$ cat config.mk
export PLATFORM = sky130hd
export DESIGN_NAME = jump_physics_ctl
export DESIGN_NICKNAME = d
export VERILOG_FILES = /design/src/rtl/jump_physics_ctl.sv
export SDC_FILE = /design/constraint.sdc
export NUM_CORES = 1
export LEC_CHECK = 0
export ABC_CLOCK_PERIOD_IN_PS = 3930
export CORE_MARGIN = 2
export CORE_UTILIZATION = 60
export CTS_BUF_LIST = sky130_fd_sc_hd__clkbuf_8
export CTS_CLUSTER_DIAMETER = 60
export DETAILED_ROUTE_END_ITERATION = 16
export GPL_TIMING_DRIVEN = 1
export PLACE_DENSITY = 0.84
export REMOVE_ABC_BUFFERS = 1
export SKIP_LAST_GASP = 1
export SYNTH_ARGS = -nofsm -noshare
export SYNTH_HDL_FRONTEND = slang
export SYNTH_SLANG_ARGS = --single-unit
export TNS_END_PERCENT = 100
$ cat constraint.sdc
create_clock -name clk -period 3.93 [get_ports clk]
set_clock_uncertainty 0.2 [all_clocks]
set_input_delay 0.393 -clock clk [delete_from_list [all_inputs] [get_ports clk]]
set_output_delay 0.393 -clock clk [all_outputs]
set_load 0.02 [all_outputs]
$ cat src/rtl/jump_physics_ctl.sv
// Tick-based player motion controller: walking on the floor, charged jump,
// ballistic flight under gravity, side-wall bounce, ceiling stop and landing.
// Position, velocity and charge update only on the physics tick cycle; all
// outputs come straight from registers.
module jump_physics_ctl #(
   parameter int CLOCKS_PER_TICK = 400_000,
   parameter int SCREEN_W        = 800,
   parameter int SCREEN_H        = 600,
   parameter int RECT_W          = 64,
   parameter int RECT_H          = 64,
   parameter int GRAVITY         = 1,
   parameter int VY_MAX          = 16,
   parameter int WALK_VX         = 2,
   parameter int JUMP_VX         = 4,
   parameter int JUMP_BASE       = 4,
   parameter int MAX_CHARGE      = 31
) (
   input  logic        clk,
   input  logic        rst,
   input  logic        key_space,
   input  logic        key_right,
   input  logic        key_left,
   output logic [11:0] value_x,
   output logic [11:0] value_y,
   output logic        on_ground,
   output logic [5:0]  charge_level
);

   localparam int CNT_W = (CLOCKS_PER_TICK > 2) ? $clog2(CLOCKS_PER_TICK) : 1;
   localparam logic [CNT_W-1:0] CNT_MAX = CNT_W'(CLOCKS_PER_TICK - 1);

   localparam logic signed [12:0] FLOOR_S     = 13'(SCREEN_H - RECT_H);
   localparam logic signed [12:0] X_MAX_S     = 13'(SCREEN_W - RECT_W);
   localparam logic [11:0]        FLOOR_U     = 12'(SCREEN_H - RECT_H);
   localparam logic [11:0]        X_MAX_U     = 12'(SCREEN_W - RECT_W);
   localparam logic [11:0]        X_INIT_U    = 12'((SCREEN_W - RECT_W) / 2);
   localparam logic signed [12:0] GRAV_S      = 13'(GRAVITY);
   localparam logic signed [12:0] VY_MAX_S    = 13'(VY_MAX);
   localparam logic signed [12:0] WALK_S      = 13'(WALK_VX);
   localparam logic signed [12:0] JUMP_VX_S   = 13'(JUMP_VX);
   localparam logic signed [12:0] JUMP_BASE_S = 13'(JUMP_BASE);
   localparam logic [5:0]         MAX_CHG_U   = 6'(MAX_CHARGE);

   typedef enum logic [1:0] {
      ST_GROUND = 2'd0,
      ST_CHARGE = 2'd1,
      ST_AIR    = 2'd2
   } state_t;

   state_t r_state;
   state_t w_state_nxt;

   logic [CNT_W-1:0]   r_tick_cnt;
   logic               r_space_prev;
   logic               r_edge_pend;
   logic [11:0]        r_x;
   logic [11:0]        r_y;
   logic signed [12:0] r_vx;
   logic signed [12:0] r_vy;
   logic [5:0]         r_charge;
   logic               r_on_ground;

   logic               w_tick;
   logic               w_space_edge;
   logic               w_right_only;
   logic               w_left_only;
   logic signed [12:0] w_x_s;
   logic signed [12:0] w_y_s;
   logic signed [12:0] w_xn;
   logic signed [12:0] w_yn;

   logic               w_edge_pend_nxt;
   logic [11:0]        w_x_nxt;
   logic [11:0]        w_y_nxt;
   logic signed [12:0] w_vx_nxt;
   logic signed [12:0] w_vy_nxt;
   logic [5:0]         w_charge_nxt;

   // Charge increments by one per held tick and sticks at the ceiling value.
   function automatic logic [5:0] sat_charge(input logic [5:0] c);
      return (c >= MAX_CHG_U) ? MAX_CHG_U : c + 6'd1;
   endfunction

   // Gravity-accelerated vertical speed, capped at terminal fall speed.
   function automatic logic signed [12:0] clamp_vy(input logic signed [12:0] v);
      logic signed [12:0] s;
      s = v + GRAV_S;
      return (s > VY_MAX_S) ? VY_MAX_S : s;
   endfunction

   // Walking position limited to the visible horizontal range.
   function automatic logic [11:0] clamp_x(input logic signed [12:0] xn);
      if (xn < 13'sd0)
         return 12'd0;
      else if (xn > X_MAX_S)
         return X_MAX_U;
      else
         return xn[11:0];
   endfunction

   assign w_tick       = (r_tick_cnt == CNT_MAX);
   assign w_space_edge = key_space & ~r_space_prev;
   assign w_right_only = key_right & ~key_left;
   assign w_left_only  = key_left & ~key_right;
   assign w_x_s        = $signed({1'b0, r_x});
   assign w_y_s        = $signed({1'b0, r_y});
   assign w_xn         = w_x_s + r_vx;
   assign w_yn         = w_y_s + r_vy;

   // Free-running physics tick divider.
   always_ff @(posedge clk) begin
      if (rst)
         r_tick_cnt <= '0;
      else if (w_tick)
         r_tick_cnt <= '0;
      else
         r_tick_cnt <= r_tick_cnt + 1'b1;
   end

   // State register.
   always_ff @(posedge clk) begin
      if (rst)
         r_state <= ST_GROUND;
      else
         r_state <= w_state_nxt;
   end

   // Next-state and motion update; edge_pend only lives while on the ground.
   always_comb begin
      w_state_nxt     = r_state;
      w_edge_pend_nxt = 1'b0;
      w_x_nxt         = r_x;
      w_y_nxt         = r_y;
      w_vx_nxt        = r_vx;
      w_vy_nxt        = r_vy;
      w_charge_nxt    = r_charge;
      case (r_state)
         ST_GROUND: begin
            w_edge_pend_nxt = r_edge_pend | w_space_edge;
            if (w_tick) begin
               if (r_edge_pend | w_space_edge) begin
                  w_state_nxt     = ST_CHARGE;
                  w_charge_nxt    = 6'd0;
                  w_edge_pend_nxt = 1'b0;
               end else if (w_right_only) begin
                  w_x_nxt = clamp_x(w_x_s + WALK_S);
               end else if (w_left_only) begin
                  w_x_nxt = clamp_x(w_x_s - WALK_S);
               end
            end
         end
         ST_CHARGE: begin
            if (w_tick) begin
               if (key_space) begin
                  w_charge_nxt = sat_charge(r_charge);
               end else begin
                  w_vy_nxt     = -(JUMP_BASE_S + $signed({7'd0, r_charge}));
                  w_vx_nxt     = w_right_only ? JUMP_VX_S :
                                 w_left_only  ? -JUMP_VX_S : 13'sd0;
                  w_charge_nxt = 6'd0;
                  w_state_nxt  = ST_AIR;
               end
            end
         end
         ST_AIR: begin
            if (w_tick) begin
               w_vy_nxt = clamp_vy(r_vy);
               if (w_xn < 13'sd0) begin
                  w_x_nxt  = 12'd0;
                  w_vx_nxt = -r_vx;
               end else if (w_xn > X_MAX_S) begin
                  w_x_nxt  = X_MAX_U;
                  w_vx_nxt = -r_vx;
               end else begin
                  w_x_nxt = w_xn[11:0];
               end
               if (w_yn >= FLOOR_S) begin
                  w_y_nxt     = FLOOR_U;
                  w_vx_nxt    = 13'sd0;
                  w_vy_nxt    = 13'sd0;
                  w_state_nxt = ST_GROUND;
               end else if (w_yn < 13'sd0) begin
                  w_y_nxt  = 12'd0;
                  w_vy_nxt = 13'sd0;
               end else begin
                  w_y_nxt = w_yn[11:0];
               end
            end
         end
         default: begin
            w_state_nxt = ST_GROUND;
         end
      endcase
   end

   // Motion, charge and key-tracking registers; reset wins over any flight.
   always_ff @(posedge clk) begin
      if (rst) begin
         r_x          <= X_INIT_U;
         r_y          <= FLOOR_U;
         r_vx         <= 13'sd0;
         r_vy         <= 13'sd0;
         r_charge     <= 6'd0;
         r_space_prev <= 1'b0;
         r_edge_pend  <= 1'b0;
         r_on_ground  <= 1'b1;
      end else begin
         r_x          <= w_x_nxt;
         r_y          <= w_y_nxt;
         r_vx         <= w_vx_nxt;
         r_vy         <= w_vy_nxt;
         r_charge     <= w_charge_nxt;
         r_space_prev <= key_space;
         r_edge_pend  <= w_edge_pend_nxt;
         r_on_ground  <= (w_state_nxt != ST_AIR);
      end
   end

   assign value_x      = r_x;
   assign value_y      = r_y;
   assign on_ground    = r_on_ground;
   assign charge_level = r_charge;

endmodule

==> results.json <==
{
  "synth.distinct_cells": 85,
  "first_iter_violations": 514,
  "cts_buffers": 9,
  "ys_ff_latch": 79,
  "path_clk_slew_ps": 90,
  "synth-edff-count": 0,
  "ir_drop_mv": 0.1767,
  "yosysWarningCount": 0,
  "intPower_uw": 1134,
  "drtPass1Iterations": 5,
  "start_kind": "register",
  "yosysSeqAreaShare_pct": 25.14,
  "crit_fanout": 7,
  "fin_nets": 895,
  "power_switching_uw": 363.3,
  "max_freq_mhz": 264.3,
  "n_fill_cell": 838,
  "insertion_delay_ps": 360,
  "row_count": 37,
  "cts_root_buf": "clkbuf_8",
  "wl_mm": 17.08,
  "powerDensity_mw_per_mm2": 215.3,
  "fin_total_pwr_uw": 1498,
  "syn_area_sq_mm": 0.006290,
  "avgSynthCellArea_sq_um": 7.606,
  "die_area_sq_mm": 0.01132,
  "synth_top_area_share_pct": 25.14,
  "via_per_inst": 6.536,
  "io_buffers": 35,
  "min_from": "value_y[6]$_SDFFE_PP0P_",
  "synth_ff_type": "dfxtp_1",
  "cts_tree": "built",
  "holdPathStages": 2,
  "grt_pass1_wl_mm": 27.75,
  "grt_use_total_pct": 29.67,
  "ios": 36,
  "setup_viol": 0,
  "globalRoute.totalOverflow": 0,
  "postCtsSetupRepairBufs": 0,
  "cts_resized": 0,
  "pwr-share-clk_pct": 42.7,
  "synth_top_area_cell": "dfxtp_1",
  "switching_share_pct": 24.26,
  "cts_buffer_depth": 2,
  "wl_per_cell_um": 17.21,
  "place.gp.congestion": 0.9723,
  "min_period_over_period_pct": 96.26,
  "fin_cells": 992,
  "cts_hold_buf": 0,
  "post-route-util_pct": 68.00,
  "first_global_vias": 5971,
  "die_h_um": 106.4,
  "post-route-drc-count": 0,
  "h-tree-depth": 3,
  "worstPathArrival_ps": 3810,
  "required_ps": 3960,
  "worstSetupPathType": "reg -> reg",
  "pwr-share-seq_pct": 53.9,
  "hold_class": "reg -> reg",
  "period_needed_ps": 3783,
  "place_inst": 976,
  "synth.most_common_cell": "nor2_1",
  "ff2ff_path_depth": 12,
  "hold_path_end": "value_y[6]$_SDFFE_PP0P_",
  "syn_to_final_growth_pct": 10.60,
  "drive_above_1_share_pct": 6.776,
  "grt_setup_unrepaired": "false",
  "clock-sinks": 79,
  "crit_slowest_cell": "o41a_1",
  "dpl_worst_slack_ps": 141.9,
  "antenna_found_initial": 0,
  "synth-async-reset-ratio_pct": 0,
  "n_antenna_cell": 0,
  "die_x_um": 106.4,
  "synth_common_cells": "100 x nor2_1, 79 x dfxtp_1, 71 x nand2_1, 47 x a21oi_1, 42 x o21ai_0",
  "dpl.hpwl_mm": 12.34,
  "hold_viol_final": 0,
  "r2r_start": "r_vy[0]$_SDFFE_PP0P_",
  "yosys-top-cells-area": "dfxtp_1 25%, ha_1 7.6%, nor2_1 6.0%, nand2_1 4.2%, a21oi_1 3.7%",
  "start_util_pct": 61.48,
  "drv_cap": 0,
  "drv_slew": 0,
  "fin_ws_ps": 147.1,
  "outcome": "complete, no violations",
  "grt_start_max_net_pins": 39,
  "core-area_sq_mm": 0.01023,
  "max_slew_margin_pct": 38.39,
  "synthCells": 827,
  "crit_path_cell_trace": "ha_1 -> inv_1 -> fa_1 -> nand2b_1 -> o2bb2ai_1 -> mux2i_1 -> o22ai_1 -> o41a_1 -> o21ai_1 -> o211ai_1 -> a311oi_1 -> nand2_1",
  "endpoint_kind": "register",
  "final.setup.tns_ps": 0,
  "worst_slew_pin_slew_ps": 922.1,
  "postRouteAntennaNets": 0,
  "leakagePower_uw": 0.002627,
  "r2r_end": "on_ground$_SDFF_PP1_",
  "combPwrFrac_pct": 3.4,
  "rrSetupSlack_ps": 150,
  "crit_path_max_incr_delay_ps": 490,
  "vias": 6484
}
power by group through the flow:
stage | logic, uW | registers [uW] | clock network, uW
2_1_floorplan | 24.3 | 825 | 0
3_3_place_gp | 47.3 | 825 | 0
3_5_place_dp | 49.6 | 826 | 0
4_1_cts | 50.3 | 807 | 643
5_1_grt | 55.1 | 807 | 679
6_report | 50.8 | 807 | 640
state kept, by name, summed over array words and instances, names as in the netlist:
| signal | cells |
|---|---|
| r_tick_cnt | 19 |
| r_vy | 13 |
| r_vx | 12 |
| value_x | 12 |
| value_y | 12 |
| charge_level | 6 |
| r_state | 2 |
| on_ground | 1 |
| r_edge_pend | 1 |
| r_space_prev | 1 |
routing by layer:
layer / vias up / wire length [um] / GRT usage [%] / part of all wire [%]
met3: 49 / 970 / 4.414 / 5.7
met4: 0 / 529 / 11.84 / 3.1
met1: 3086 / 7374 / 37.57 / 43
met2: 239 / 8201 / 50.50 / 48
met5: - / 0 / 0 / 0
li1: 3110 / - / - / -
how the worst max path moves through the flow:
stage,startpoint,end,slack (ps),cells past startpoint
after CTS,r_vy[0]$_SDFFE_PP0P_,on_ground$_SDFF_PP1_,110,12
after global routing,r_vy[0]$_SDFFE_PP0P_,r_vx[10]$_SDFFE_PP0P_,20,13
final,r_vy[0]$_SDFFE_PP0P_,on_ground$_SDFF_PP1_,150,12
after global placement,r_vy[0]$_SDFFE_PP0P_,on_ground$_SDFF_PP1_,270,12
after floorplan,value_y[0]$_SDFFE_PP0P_,r_vx[3]$_SDFFE_PP0P_,280,12
after detailed placement,r_vy[0]$_SDFFE_PP0P_,on_ground$_SDFF_PP1_,140,12
final cells by class:
type                            count  area (sq um)  area share (%)
Clock buffer                       10         137.6           1.978
Clock inverter                      6         68.82          0.9892
Inverter                           33         123.9           1.781
Multi-Input combinational cell    679          4423           63.58
Sequential cell                    79          1583           22.75
Tap cell                          136         170.2           2.446
Timing Repair Buffer               49         450.4           6.475
logic make-up after synthesis:
| kind of cell | Yosys count | share of synthesized area [%] |
|---|---|---|
| fa+ha+maj | 39 | 7.878 |
| compound gates | 233 | 25.72 |
| buf+inv | 69 | 4.675 |
| mux | 11 | 1.790 |
| flops | 79 | 25.14 |
| xor+xnor | 43 | 5.988 |
| simple gates | 353 | 28.80 |
layout by cell type (no fill, tap or decap), types with 22 or more instances in the layout:
cell type        netlist  layout
a21oi_1               47      46
clkdlybuf4s50_1        0      34
dfxtp_1               79      78
ha_1                  38      38
inv_1                 33      33
nand2_1               71      71
nand3_1               36      36
nor2_1               100     100
nor3_1                25      25
o21ai_0               42      41
xnor2_1               22      22
worst max-delay path, delay by kind of cell (launching register included):
family / cells / cell delay [ps]
AO/OA/AOI/OAI: 6 / 1770
adder cells (fa/ha/maj): 2 / 630
buffers and inverters: 1 / 60
flip-flops: 1 / 450
multiplexers: 1 / 160
AND/OR/NAND/NOR: 2 / 370
metrics by stage:
stage	hold slack [ps]	instance area, sq um
global placement	255.4	6740
global route	304.5	6957
floorplan	241.4	6120
detailed placement	267.6	6740
finish	280.8	6957
CTS	284.5	6947
(Power assumes the default switching activity.)
